**config.mk**
```make
export PLATFORM = sky130hd
export DESIGN_NAME = sram_packet_reader
export DESIGN_NICKNAME = d
export VERILOG_FILES = /design/src/rtl/sram_packet_reader.sv
export SDC_FILE = /design/constraint.sdc
export NUM_CORES = 1
export LEC_CHECK = 0
export BUFFER_PORTS_ARGS = -buffer_cell sky130_fd_sc_hd__buf_2
export CAP_MARGIN = 30
export CORE_AREA = 4 4 270 245
export DETAILED_ROUTE_END_ITERATION = 10
export DIE_AREA = 0 0 274 249
export GPL_TIMING_DRIVEN = 0
export SLEW_MARGIN = 5
export SYNTH_ARGS = -nofsm -noshare
export SYNTH_HDL_FRONTEND = slang
export SYNTH_SLANG_ARGS = --single-unit
```
**constraint.sdc**
```tcl
create_clock -name clk -period 19.2 [get_ports clk]
set_input_delay 4.8 -clock clk [delete_from_list [all_inputs] [get_ports clk]]
set_output_delay 4.8 -clock clk [all_outputs]
set_load 0.01 [all_outputs]
```
**src/rtl/sram_packet_reader.sv**
```systemverilog
// Read engine for one output port: follows a packet's page chain across SRAMs,
// SEC-corrects every 8-halfword page and streams the corrected halfwords out.
module sram_packet_reader #(
    parameter int ERR_CNT_W = 8
) (
    input  logic                 clk,
    input  logic                 rst_n,
    input  logic                 req_valid,
    input  logic [3:0]           req_sram,
    input  logic [7:0]           req_head,
    output logic                 req_ready,
    output logic                 rd_page_down,
    output logic [3:0]           rd_sram_sel,
    output logic [7:0]           rd_page,
    input  logic [15:0]          rd_xfer_data,
    input  logic [11:0]          rd_next_page,
    input  logic [7:0]           rd_ecc_code,
    output logic                 out_vld,
    output logic [15:0]          out_data,
    output logic                 out_eop,
    output logic                 ecc_corr_pulse,
    output logic [ERR_CNT_W-1:0] ecc_err_cnt
);

    typedef enum logic [1:0] {IDLE, FETCH, CHECK, DRAIN} state_t;

    // Hamming position of data bit idx: data occupies the non-power-of-two positions 3..136
    function automatic logic [7:0] data_pos(input int idx);
        logic [7:0] pos;
        int         n;
        pos = 8'd0;
        n   = 0;
        for (int p = 3; p <= 136; p++) begin
            if ((p & (p - 1)) != 0) begin
                if (n == idx) pos = 8'(p);
                n++;
            end
        end
        return pos;
    endfunction

    state_t      state;
    logic [3:0]  beat;
    logic [15:0] cap [8];
    logic [11:0] next_ptr;
    logic [7:0]  stored_ecc;
    logic        first_page;
    logic [5:0]  page_idx;
    logic [5:0]  total_pages;
    logic [2:0]  last_n;
    logic        page_down_q;

    logic [15:0] obuf [8];
    logic [2:0]  emit_idx;
    logic [3:0]  emit_rem;
    logic        emit_last;

    logic [7:0]   pos_tbl [128];
    logic [127:0] flat;
    logic [127:0] corr_flat;
    logic [7:0]   calc_ecc;
    logic [7:0]   syn;
    logic         pre_last;
    logic         post_last;
    logic [2:0]   pre_n;
    logic [2:0]   post_n;
    logic         data_hit;
    logic         parity_hit;
    logic [15:0]  corr_words [8];
    logic [3:0]   n_words;

    for (genvar g = 0; g < 128; g++) begin : g_pos
        localparam logic [7:0] POS = data_pos(g);
        assign pos_tbl[g] = POS;
    end

    // The first page's zero-fill must be decided before correction, so it uses the raw header
    always_comb begin
        pre_last = first_page ? (cap[0][11:7] == 5'd0) : (page_idx + 6'd1 == total_pages);
        pre_n    = first_page ? cap[0][6:4] : last_n;
        flat     = '0;
        for (int j = 0; j < 8; j++) begin
            flat[16*j +: 16] = (pre_last && j > int'(pre_n)) ? 16'h0000 : cap[j];
        end

        calc_ecc = '0;
        for (int k = 0; k < 8; k++) begin
            for (int i = 0; i < 128; i++) begin
                calc_ecc[k] = calc_ecc[k] ^ (flat[i] & pos_tbl[i][k]);
            end
        end
        syn = calc_ecc ^ stored_ecc;

        corr_flat = flat;
        data_hit  = 1'b0;
        for (int i = 0; i < 128; i++) begin
            if (syn != 8'd0 && pos_tbl[i] == syn) begin
                corr_flat[i] = ~flat[i];
                data_hit     = 1'b1;
            end
        end
        parity_hit = (syn != 8'd0) && ((syn & (syn - 8'd1)) == 8'd0);

        for (int j = 0; j < 8; j++) begin
            corr_words[j] = corr_flat[16*j +: 16];
        end

        post_last = first_page ? (corr_words[0][11:7] == 5'd0) : pre_last;
        post_n    = first_page ? corr_words[0][6:4] : last_n;
        n_words   = post_last ? ({1'b0, post_n} + 4'd1) : 4'd8;
    end

    // The chained page-open must land in the CHECK cycle itself, once the page count is known
    assign rd_page_down = page_down_q | ((state == CHECK) && !post_last);

    // Fetch/check sequencing, output buffer drain and error accounting
    always_ff @(posedge clk) begin
        if (!rst_n) begin
            state          <= IDLE;
            beat           <= '0;
            next_ptr       <= '0;
            stored_ecc     <= '0;
            first_page     <= 1'b0;
            page_idx       <= '0;
            total_pages    <= '0;
            last_n         <= '0;
            page_down_q    <= 1'b0;
            emit_idx       <= '0;
            emit_rem       <= '0;
            emit_last      <= 1'b0;
            req_ready      <= 1'b1;
            rd_sram_sel    <= '0;
            rd_page        <= '0;
            out_vld        <= 1'b0;
            out_data       <= '0;
            out_eop        <= 1'b0;
            ecc_corr_pulse <= 1'b0;
            ecc_err_cnt    <= '0;
            for (int j = 0; j < 8; j++) begin
                cap[j]  <= '0;
                obuf[j] <= '0;
            end
        end else begin
            page_down_q    <= 1'b0;
            ecc_corr_pulse <= 1'b0;

            if (emit_rem != 4'd0) begin
                out_vld  <= 1'b1;
                out_data <= obuf[emit_idx];
                out_eop  <= emit_last && (emit_rem == 4'd1);
                emit_idx <= emit_idx + 3'd1;
                emit_rem <= emit_rem - 4'd1;
            end else begin
                out_vld <= 1'b0;
                out_eop <= 1'b0;
            end

            case (state)
                IDLE: begin
                    if (req_valid) begin
                        req_ready   <= 1'b0;
                        rd_sram_sel <= req_sram;
                        rd_page     <= req_head;
                        page_down_q <= 1'b1;
                        beat        <= 4'd0;
                        first_page  <= 1'b1;
                        page_idx    <= '0;
                        state       <= FETCH;
                    end
                end
                FETCH: begin
                    if (beat != 4'd0) cap[3'(beat - 4'd1)] <= rd_xfer_data;
                    if (beat == 4'd1) begin
                        next_ptr   <= rd_next_page;
                        stored_ecc <= rd_ecc_code;
                    end
                    if (beat == 4'd8) begin
                        rd_sram_sel <= next_ptr[11:8];
                        rd_page     <= next_ptr[7:0];
                        state       <= CHECK;
                    end else begin
                        beat <= beat + 4'd1;
                    end
                end
                CHECK: begin
                    obuf      <= corr_words;
                    out_vld   <= 1'b1;
                    out_data  <= corr_words[0];
                    out_eop   <= post_last && (n_words == 4'd1);
                    emit_idx  <= 3'd1;
                    emit_rem  <= n_words - 4'd1;
                    emit_last <= post_last;
                    if (data_hit || parity_hit) begin
                        ecc_corr_pulse <= 1'b1;
                        if (ecc_err_cnt != '1) ecc_err_cnt <= ecc_err_cnt + ERR_CNT_W'(1);
                    end
                    if (first_page) begin
                        total_pages <= {1'b0, corr_words[0][11:7]} + 6'd1;
                        last_n      <= corr_words[0][6:4];
                        first_page  <= 1'b0;
                    end
                    page_idx <= page_idx + 6'd1;
                    if (post_last) begin
                        state <= DRAIN;
                    end else begin
                        beat  <= 4'd1;
                        state <= FETCH;
                    end
                end
                DRAIN: begin
                    if (emit_rem == 4'd0) begin
                        req_ready <= 1'b1;
                        state     <= IDLE;
                    end
                end
                default: state <= IDLE;
            endcase
        end
    end

endmodule

```
==> results list, run 1 <==
* Gpl congestion: 1.06
* Clock tree from TritonCTS: yes
- Of all cell types, the one taking the most synthesized area is sky130_fd_sc_hd__dfxtp_1.
- CTS hold repair buffers: 0
* Final design utilization: 39.3%
- The number of pins exceeding their max-slew limit in the final report came to 0.
- Synthesis produced between 2000 and 2500 cells.
- Combinational cells account for 66.2% of the total power.
* Finished Cell Area: between 0.02 and 0.025 sq mm
* Post-route clock period utilization: between 60% and 70%
- The hold violation count in the final report is 0.
- The share of total power dissipated in the clock network is between 10% and 20%.
* Worst slew margin relative to its limit: around 30%
* Routed via count: just under 20000
* Category of the critical setup timing path: flip-flop to output port
- Across all hold checks on the routed design, the worst slack comes to 455 ps.
- The setup check on the worst reg-to-reg path leaves a slack of between 10000 and 15000 ps.
- For the worst setup path, the data arrival time is between 8000 and 9000 ps.
- The clock passes through at most 3 buffers.
- Maximum number of pins on one net before global-route repair: 17
* Height of the die: around 250 um
- The routed design has around 95000 um of wire.
* Boundary Pins: slightly above 90
- The worst hold path belongs to the class flip-flop to flip-flop.
* Area share of the largest cell type after synthesis: 19.9%
* Inst Count DP: ~3400
* Detailed placement HPWL: about 76000 um
* Standard cell core area: 0.0635 sq mm
* Post-placement worst setup slack: 6870 ps
- Total track usage: between 20% and 30%
- Max IR drop VDD: between 0.2 and 0.25 mV
- Post-detailed-route via-to-cell ratio: 5.72
- At the pin with the least slew margin, the transition time is between 1000 and 1500 ps.
* Syn Area/Cell: just over 9 sq um
- Once the floorplan was initialized, standard cells occupied between 30% and 40% of the core.
- Kind of end point of the critical path: output port
- Number of enable-type register cells in the synthesized netlist: roughly 130
- For this design the total switching power over the nets is 2.86 mW.
- Number of nets in the synthesized netlist: 2470
- The final layout contains between 2000 and 3000 nets.
- Layout Skew: roughly 25 ps
- Number of storage elements in the synthesis netlist: 347
- Setup crit start kind: flip-flop
- Library cells used by synthesis: just under 100
* Number of optimization iterations in the first detailed-route pass: 5
- Number of antenna violations at the first check in global routing: 6
- After the flow finishes, the layout carries non-filler instances totaling 3431.
* Die Wd: roughly 270 um
* Die ar.: around 0.068 sq mm
- Sequential cells were found to cover around 37% of the synthesized design area.
- The count of nets left with antenna violations once routing finished came out at 0.
- The floorplan has between 80 and 90 rows.
- Sequential Area: roughly 0.0082 sq mm
- Max-cap violations: 0
* Pwr Total: approximately 5.2 mW
- TritonCTS Sinks: 347
* Mean routed wirelength per cell: between 20 and 30 um
- In the routed design, unresolved DRC markers number 0.
- Maximum frequency from static timing analysis: between 70 and 80 MHz
* Summed negative setup slack over all endpoints: 0 ps
* Wire length of the first global-routing pass: 132000 um
- In this run, post-CTS repair resized a total of 0 instances.
- Share of total power consumed by net switching: between 50% and 60%
* Leak: 9.21 nW
- Clk_lat worst skew: approximately 570 ps
- Subtracting the final worst setup slack from the clock period gives around 13000 ps.
* Cell-internal power: approximately 2.3 mW
- Of the cells placed in the final design, the portion with a size suffix greater than 1 is between 10% and 20%.
- Root buffer selected by CTS: sky130_fd_sc_hd__clkbuf_16
- Clock transition time at the flip-flop clock pins of the worst setup and hold paths: approximately 60 ps
* Fillers: approximately 6500
- For this run, the number of Yosys warnings is 0.
- After clock tree synthesis, the setup repair step added 0 buffers.
- The total overflow left after global routing is 0.
- Share of flip-flops with an asynchronous set or reset: 0%
- The most used flip-flop cell after synthesis is sky130_fd_sc_hd__dfxtp_1.
- The run finished with clean final reports.
- Area taken by multi-input logic gates: roughly 0.013 sq mm
* Unrepaired setup endpoints after global routing: no
- Summing every instance area after synthesis gives 0.0220 sq mm.
* Num CTS Buffers: 38
- Dpl cell area: approximately 0.024 sq mm
* First-iteration detailed-routing DRC count: 2624
- Power spread over the standard cell area amounts to between 200 and 250 mW/mm^2.
- Number of H-tree levels: 2
- Share of power burned in registers: a little under a fifth
- Along the worst path, the maximum fanout reaches 10.
- Setup WS post-layout: around 6000 ps
- Final setup violation count: 0
* CP Data Required Time: 14400 ps
- Port buffering added 91 buffers.
* Via count of the first global-routing pass: 18200
* Top cells by area, synth: sky130_fd_sc_hd__dfxtp_1 20%, sky130_fd_sc_hd__edfxtp_1 17%, sky130_fd_sc_hd__xnor2_1 10%, sky130_fd_sc_hd__xor2_1 5.4%, sky130_fd_sc_hd__a211oi_1 5.2%
- From synthesis to final layout, the design area changed by 13.4%.
-- layout make-up --
class	count	share of cell area, %
Inverter	20	0.301
Timing Repair Buffer	106	2.25
Clock buffer	55	4.52
Tap cell	855	4.29
Buffer	173	3.04
Clock inverter	13	0.747
Sequential cell	347	33.0
Antenna cell	1	0.0100
Multi-Input combinational cell	1861	51.9
-- power by group through the flow --
| stage | Combinational [mW] | Sequential [mW] | Clock, mW |
|---|---|---|---|
| 3_3_place_gp | 3.34 | 0.985 | 0 |
| 5_1_grt | 3.56 | 0.985 | 0.816 |
| 3_5_place_dp | 3.31 | 0.988 | 0 |
| 2_1_floorplan | 2.11 | 0.960 | 0 |
| 6_report | 3.44 | 0.978 | 0.782 |
| 4_1_cts | 3.32 | 0.974 | 0.787 |
-- critical path: stages (launching register included) --
cell and delay [ps]:
sky130_fd_sc_hd__dfxtp_1 450, sky130_fd_sc_hd__ha_1 320, sky130_fd_sc_hd__xor2_1 230, sky130_fd_sc_hd__o211ai_2 230, sky130_fd_sc_hd__a211oi_4 650, sky130_fd_sc_hd__a211oi_1 150, sky130_fd_sc_hd__buf_2 220, sky130_fd_sc_hd__nor2_1 430
sky130_fd_sc_hd__xnor2_1 210, sky130_fd_sc_hd__xnor2_1 160, sky130_fd_sc_hd__xor2_1 540, sky130_fd_sc_hd__xnor3_1 550, sky130_fd_sc_hd__xnor2_1 370, sky130_fd_sc_hd__clkbuf_1 450, sky130_fd_sc_hd__nand3_1 570, sky130_fd_sc_hd__nor2_1 320
sky130_fd_sc_hd__xor2_1 490, sky130_fd_sc_hd__inv_1 220, sky130_fd_sc_hd__ha_1 230, sky130_fd_sc_hd__and2_1 160, sky130_fd_sc_hd__a41o_4 340, sky130_fd_sc_hd__nor2_1 230, sky130_fd_sc_hd__or2_2 160, sky130_fd_sc_hd__buf_2 120
-- cells by family (layout without fill, tap and decap cells) --
| kind of cell | Yosys count | in the layout | share of synthesized area (%) |
|---|---|---|---|
| compound gates | 443 | 443 | 14.6 |
| buf+inv | 193 | 367 | 3.79 |
| other cells | 0 | 1 | 0 |
| simple gates | 901 | 901 | 19.1 |
| flops | 347 | 347 | 37.4 |
| mux | 82 | 82 | 5.58 |
| xor+xnor | 417 | 417 | 18.5 |
| fa+ha+maj | 18 | 18 | 1.02 |
-- synth_stat cells, types with 6 or more instances --
library cell,number
sky130_fd_sc_hd__mux2i_1,46
sky130_fd_sc_hd__a2111oi_0,7
sky130_fd_sc_hd__a21oi_1,97
sky130_fd_sc_hd__nor3_1,30
sky130_fd_sc_hd__o31ai_1,7
sky130_fd_sc_hd__inv_1,18
sky130_fd_sc_hd__o21ai_0,46
sky130_fd_sc_hd__a21o_1,9
sky130_fd_sc_hd__clkbuf_1,128
sky130_fd_sc_hd__xnor3_1,19
sky130_fd_sc_hd__nand2_1,289
sky130_fd_sc_hd__dfxtp_1,219
sky130_fd_sc_hd__buf_4,7
sky130_fd_sc_hd__a211oi_1,151
sky130_fd_sc_hd__ha_1,18
sky130_fd_sc_hd__nand3_1,39
sky130_fd_sc_hd__nor2b_1,7
sky130_fd_sc_hd__xnor2_1,251
sky130_fd_sc_hd__buf_1,10
sky130_fd_sc_hd__o211ai_1,11
sky130_fd_sc_hd__mux4_2,32
sky130_fd_sc_hd__nand2b_1,7
sky130_fd_sc_hd__a31oi_1,11
sky130_fd_sc_hd__a21boi_0,12
sky130_fd_sc_hd__edfxtp_1,128
sky130_fd_sc_hd__nand4_1,6
sky130_fd_sc_hd__nor4_1,25
sky130_fd_sc_hd__xor2_1,136
sky130_fd_sc_hd__and3_1,76
sky130_fd_sc_hd__buf_6,6
sky130_fd_sc_hd__buf_2,21
sky130_fd_sc_hd__and2_1,77
sky130_fd_sc_hd__o21a_1,12
sky130_fd_sc_hd__or3_1,16
sky130_fd_sc_hd__nor2_1,290
-- final timing paths --
check | end | startpoint | depth (start not counted)
max reg2reg | beat[2]$_SDFFE_PN0P_ | page_idx[0]$_SDFFE_PN0P_ | 24
max | rd_page_down | page_idx[0]$_SDFFE_PN0P_ | 23
min reg2reg | obuf[126]$_SDFFE_PN0P_ | obuf[126]$_SDFFE_PN0P_ | 1
min | obuf[126]$_SDFFE_PN0P_ | obuf[126]$_SDFFE_PN0P_ | 1
-- layout by cell type, fill, tap and decap left out, drive strengths merged, types with 19 or more instances in the layout --
cell type / count
mux4: 32
nand2: 292
clkbuf: 183
nor2: 292
xnor2: 253
a21oi: 99
edfxtp: 128
xor2: 136
xnor3: 23
mux2i: 46
nor3: 31
dfxtp: 219
buf: 151
o21ai: 51
inv: 19
nor4: 28
nand3: 41
and2: 77
a211oi: 157
and3: 76
-- routing by layer --
| layer | vias to the layer above | global-route usage (%) | wire, um |
|---|---|---|---|
| met3 | 165 | 6.44 | 9990 |
| met1 | 9650 | 38.2 | 40800 |
| li1 | 8752 | - | - |
| met5 | - | 0 | 0 |
| met2 | 1075 | 40.0 | 40600 |
| met4 | 0 | 8.57 | 3630 |
-- flip-flops by register name (all words and copies together) (netlist names), 2 cells and up --
| signal | flops |
|---|---|
| emit_idx | 3 |
| stored_ecc | 8 |
| ecc_err_cnt | 8 |
| obuf | 128 |
| rd_page | 8 |
| beat | 4 |
| out_data | 16 |
| next_ptr | 12 |
| last_n | 3 |
| rd_sram_sel | 4 |
| emit_rem | 4 |
| state | 2 |
| total_pages | 6 |
| cap | 128 |
| page_idx | 6 |
Note: power is estimated with default switching activity, not from simulation.
==> run 2, diff against run 1 <==
Settings changed: ABC_AREA from default to 1, CORE_AREA 4 4 270 245 to 4 4 276 251, DIE_AREA 0 0 274 249 to 0 0 280 255.
Clock period 19.2 ns to 11.11 ns, I/O delays scaled along.
==> run 2 against run 1 <==
Flip-flop and latch count unchanged. Design area up 3.8%. Clock power increased by 68%. Register-to-register slack worse by 6400 ps. Sequential share of layout area decreased by 1.2 points. Non-clock buffer count down 57. Setup slack worse by 4400 ps. Utilization shrank 0.37 points. Total power increased by 29%. Global-route usage fell by 0.32 points. Critical path depth grew 9. Clock skew increased by 18 ps. Critical endpoint unchanged. Highest routed layer is now met5.
==> results list, run 2 <==
* Result of the run: finished clean
- The combined flip-flop and latch cell area is 0.00823 sq mm (unchanged).
- The via count of the routed design came to 24000 (+22%).
* Maximum frequency from static timing analysis: 106 MHz
- The worst slew margin relative to its limit is 41.1% (+12 points).
* Data arrival time of the critical path: 6670 ps (-1710 ps)
- Cell area after technology mapping: 0.0231 sq mm (+4.9%)
- The number of nets at the end of the flow is 3666 (+40%).
* Detailed placement HPWL: 77600 um (+2.2%)
- The clock insertion delay at the later pin of the skew report came to 610 ps (+40 ps).
* Root buffer selected by CTS: sky130_fd_sc_hd__clkbuf_16
- The total negative setup slack came to 0 ps (unchanged).
- Post-placement worst setup slack: 2560 ps (-4310 ps)
* Remaining DRCs: 0 (unchanged)
- The area inside the core boundary was 0.0666 sq mm (+4.8%).
- The largest fanout on the critical path came to 10 (unchanged).
* Share of flip-flops with an asynchronous set or reset: 0% (unchanged)
* Setup WS post-layout: 1660 ps (-4350 ps)
* Max IR drop VDD: 0.198 mV (-9.4%)
- Setup crit start kind: flip-flop
- The number of nets produced by synthesis came to 3533 (+43%).
- Category of the critical setup timing path: flip-flop to output port
- The total power was 6.69 mW (+29%).
- Count of antenna diodes in the layout: 0 (-1)
* Synth area leader: sky130_fd_sc_hd__dfxtp_1
* Instance count of the mapped netlist: 3464 (+44%)
- Mean routed wirelength per cell: 21.7 um (-22%)
- The actual slew at the worst max-slew pin is 880 ps (-169 ps).
- The number of cell rows was 90 (+2.3%).
- Maximum root-to-sink buffer count: 3 (unchanged)
- The number of warnings issued by yosys is 0 (unchanged).
- Final setup violation count: 0 (unchanged)
- The top-level I/O count was 92 (unchanged).
- The number of antenna violations at the first check in global routing was 2 (-4).
* Slew Limit Fails: 0 (unchanged)
* Top cells by area, synth: sky130_fd_sc_hd__dfxtp_1 19%, sky130_fd_sc_hd__nand2_1 18%, sky130_fd_sc_hd__edfxtp_1 17%, sky130_fd_sc_hd__o21ai_0 6.5%, sky130_fd_sc_hd__inv_1 5.9%
- Post-synthesis sequential area ratio: 35.7% (-1.7 points)
- Most frequent cell on the critical path: sky130_fd_sc_hd__nand2_1
* First-iteration detailed-routing DRC count: 3131 (+19%)
* Final design utilization: 38.9% (-0.37 points)
- The first-pass iteration count of the detailed router came to 6 (+1).
* Num CTS Buffers: 39 (+2.6%)
- Regs by FF count: cap (128), obuf (128), out_data (16)
- Syn Area/Cell: 6.66 sq um (-27%)
* Fraction of final layout cells sized beyond drive strength 1: 9.07% (-1.9 points)
- Commonest non-fill, non-tap cells in the layout: 1113 x sky130_fd_sc_hd__nand2_1, 362 x sky130_fd_sc_hd__inv_1, 301 x sky130_fd_sc_hd__o21ai_0
- For this run, the leading register cell type out of synthesis is sky130_fd_sc_hd__dfxtp_1.
* Gpl congestion: 1.05 (-1.1%)
- The number of buffer cells added on primary ports was 91 (unchanged).
* Remaining antenna violation count: 0 (unchanged)
* Via count of the first global-routing pass: 20900 (+15%)
* Wire length of the first global-routing pass: 139000 um (+5.1%)
- The number of synthesized register bits is 347 (unchanged).
- The delay of the slowest critical-path stage came to 470 ps (-180 ps).
- The routed via count divided by cell count was 5.33 (-6.9%).
- Final worst path period need: 9450 ps
- Among all cell types in the netlist, the one instantiated most often is sky130_fd_sc_hd__nand2_1.
* Final hold violation count: 0 (unchanged)
* Unrepaired setup endpoints after global routing: no
- Leak: 12.2 nW (+32%)
* Initial cell density of the core: 34.6% (+0.037 points)
- The number of H-tree levels was 2 (unchanged).
- The horizontal die dimension is 280 um (+2.2%).
- The final-layout fill cell count came to 7077 (+9.6%).
- The clock sink total was 347 (unchanged).
- The number of maximum-capacitance constraint violations came to 0 (unchanged).
- The fraction of synthesized cell area taken by the top area cell type came to 19.0% (-0.92 points).
- The count of hold buffers inserted by post-cts repair is 0 (unchanged).
- Clock transition time at the flip-flop clock pins of the worst setup and hold paths: 60 ps (about the same)
- The area of the multi-input gates was 0.0127 sq mm (-1.9%).
- The number of enable flip-flop cells after synthesis is 128 (unchanged).
- Leading post-synthesis cells by instance count: 1113 x sky130_fd_sc_hd__nand2_1, 362 x sky130_fd_sc_hd__inv_1, 301 x sky130_fd_sc_hd__o21ai_0
* Clock tree from TritonCTS: yes
* Pwr/cell area: 258 mW/mm^2 (+24%)
* Most common library cell in the layout ignoring fill and taps: sky130_fd_sc_hd__nand2_1
- The number of distinct library cells after synthesis is 51 (-47%).
- The global router's overall resource usage came to 26.5% (-0.32 points).
* Die ar.: 0.0714 sq mm (+4.7%)
- Slowest-stage cell, CP: sky130_fd_sc_hd__nor2_1
- The min-delay analysis places its worst path in the category flip-flop to flip-flop.
* Post-route clock period utilization: about 85%
- The die outline height was 255 um (+2.4%).
- The area growth from synthesis to layout is 12.2%.
* GR Overflow Total: 0 (unchanged)
- The data required time of the worst path is 8330 ps (-6070 ps).
- Number of setup buffers added after CTS: 0 (unchanged)
* Count of instances resized after the clock tree is built: 0 (unchanged)
- The post-detailed-routing wire length is 97700 um (+2.9%).
* Layout Skew: 42.6 ps (+17.8 ps)
* Kind of end point of the critical path: output port
* Maximum number of pins on one net before global-route repair: 17 (unchanged)
* Smallest hold slack: 451 ps (-4.13 ps)
==> run 2: cell types whose count changed in the layout (fill, tap and decap cells not counted), sizes merged, moves of 46 or more <==
cell	delta
and3	-76
nand4	+52
a211oi	-148
clkbuf	-59
and2	-77
o21ai	+282
inv	+367
nand3	+222
nand2	+875
a21oi	+83
mux2i	-46
xnor2	-196
xor2	-66
==> run 2: worst paths after layout <==
kind                           startpoint                  endpoint  slack [ps]  cells after the start
setup / recovery  first_page$_SDFFE_PN0P_              rd_page_down        1660                     32
hold / removal      obuf[68]$_SDFFE_PN0P_     obuf[68]$_SDFFE_PN0P_         450                      2
setup reg to reg  first_page$_SDFFE_PN0P_  emit_rem[1]$_SDFFE_PN0P_        4530                     36
hold reg to reg     obuf[68]$_SDFFE_PN0P_     obuf[68]$_SDFFE_PN0P_         450                      2
==> run 2: worst max-delay path, delay by kind of cell, from the launching register on <==
| family | cells | cell delay, ps |
|---|---|---|
| buffers and inverters | 7 | 1230 |
| adders and majority gates | 1 | 190 |
| and+or+nand+nor | 20 | 2960 |
| xor gates and xnor gates | 2 | 700 |
| DFF | 1 | 410 |
| AOI/OAI and AO/OA | 2 | 560 |
==> run 2: kinds of logic (layout without fill, tap and decap cells) <==
kind of cell,count (synthesis),in the layout,share of synthesized area [%]
AO/OA/AOI/OAI,607,607,14.5
XOR/XNOR,127,127,4.86
adder cells (fa/ha/maj),18,18,0.977
buffers and inverters,519,681,9.28
flip-flops,347,347,35.7
AND/OR/NAND/NOR,1846,1846,34.7
==> run 2: area by class of cell <==
type	count	area share, %
inverter	389	5.64
clock inverter	17	0.783
multi-input combinational	2598	49.0
sequential	347	31.8
tap	874	4.22
clock buffer	53	4.10
timing repair buffer	92	1.80
buffer	130	2.62
==> run 2: per-layer routing <==
metal	vias up	GRT usage, %	wire, um
met5	-	0	57
met4	4	9.71	4050
met3	185	7.85	12300
met2	1188	38.0	39100
met1	11100	37.7	42300
li1	11500	-	-
==> run 2: where the power goes <==
| group | internal [mW] | switching [mW] | leakage, nW |
|---|---|---|---|
| Clock | 0.730 | 0.580 | 0.620 |
| Sequential | 1.47 | 0.115 | 3.10 |
| Combinational | 1.02 | 2.77 | 8.46 |
==> run 2: metrics by stage <==
| stage | area, sq um | instances |
|---|---|---|
| floorplan | 23100 | 3464 |
| global placement | 24600 | 4429 |
| detailed placement | 24600 | 4430 |
| CTS | 25900 | 4500 |
| global route | 25900 | 4500 |
| finish | 25900 | 4500 |
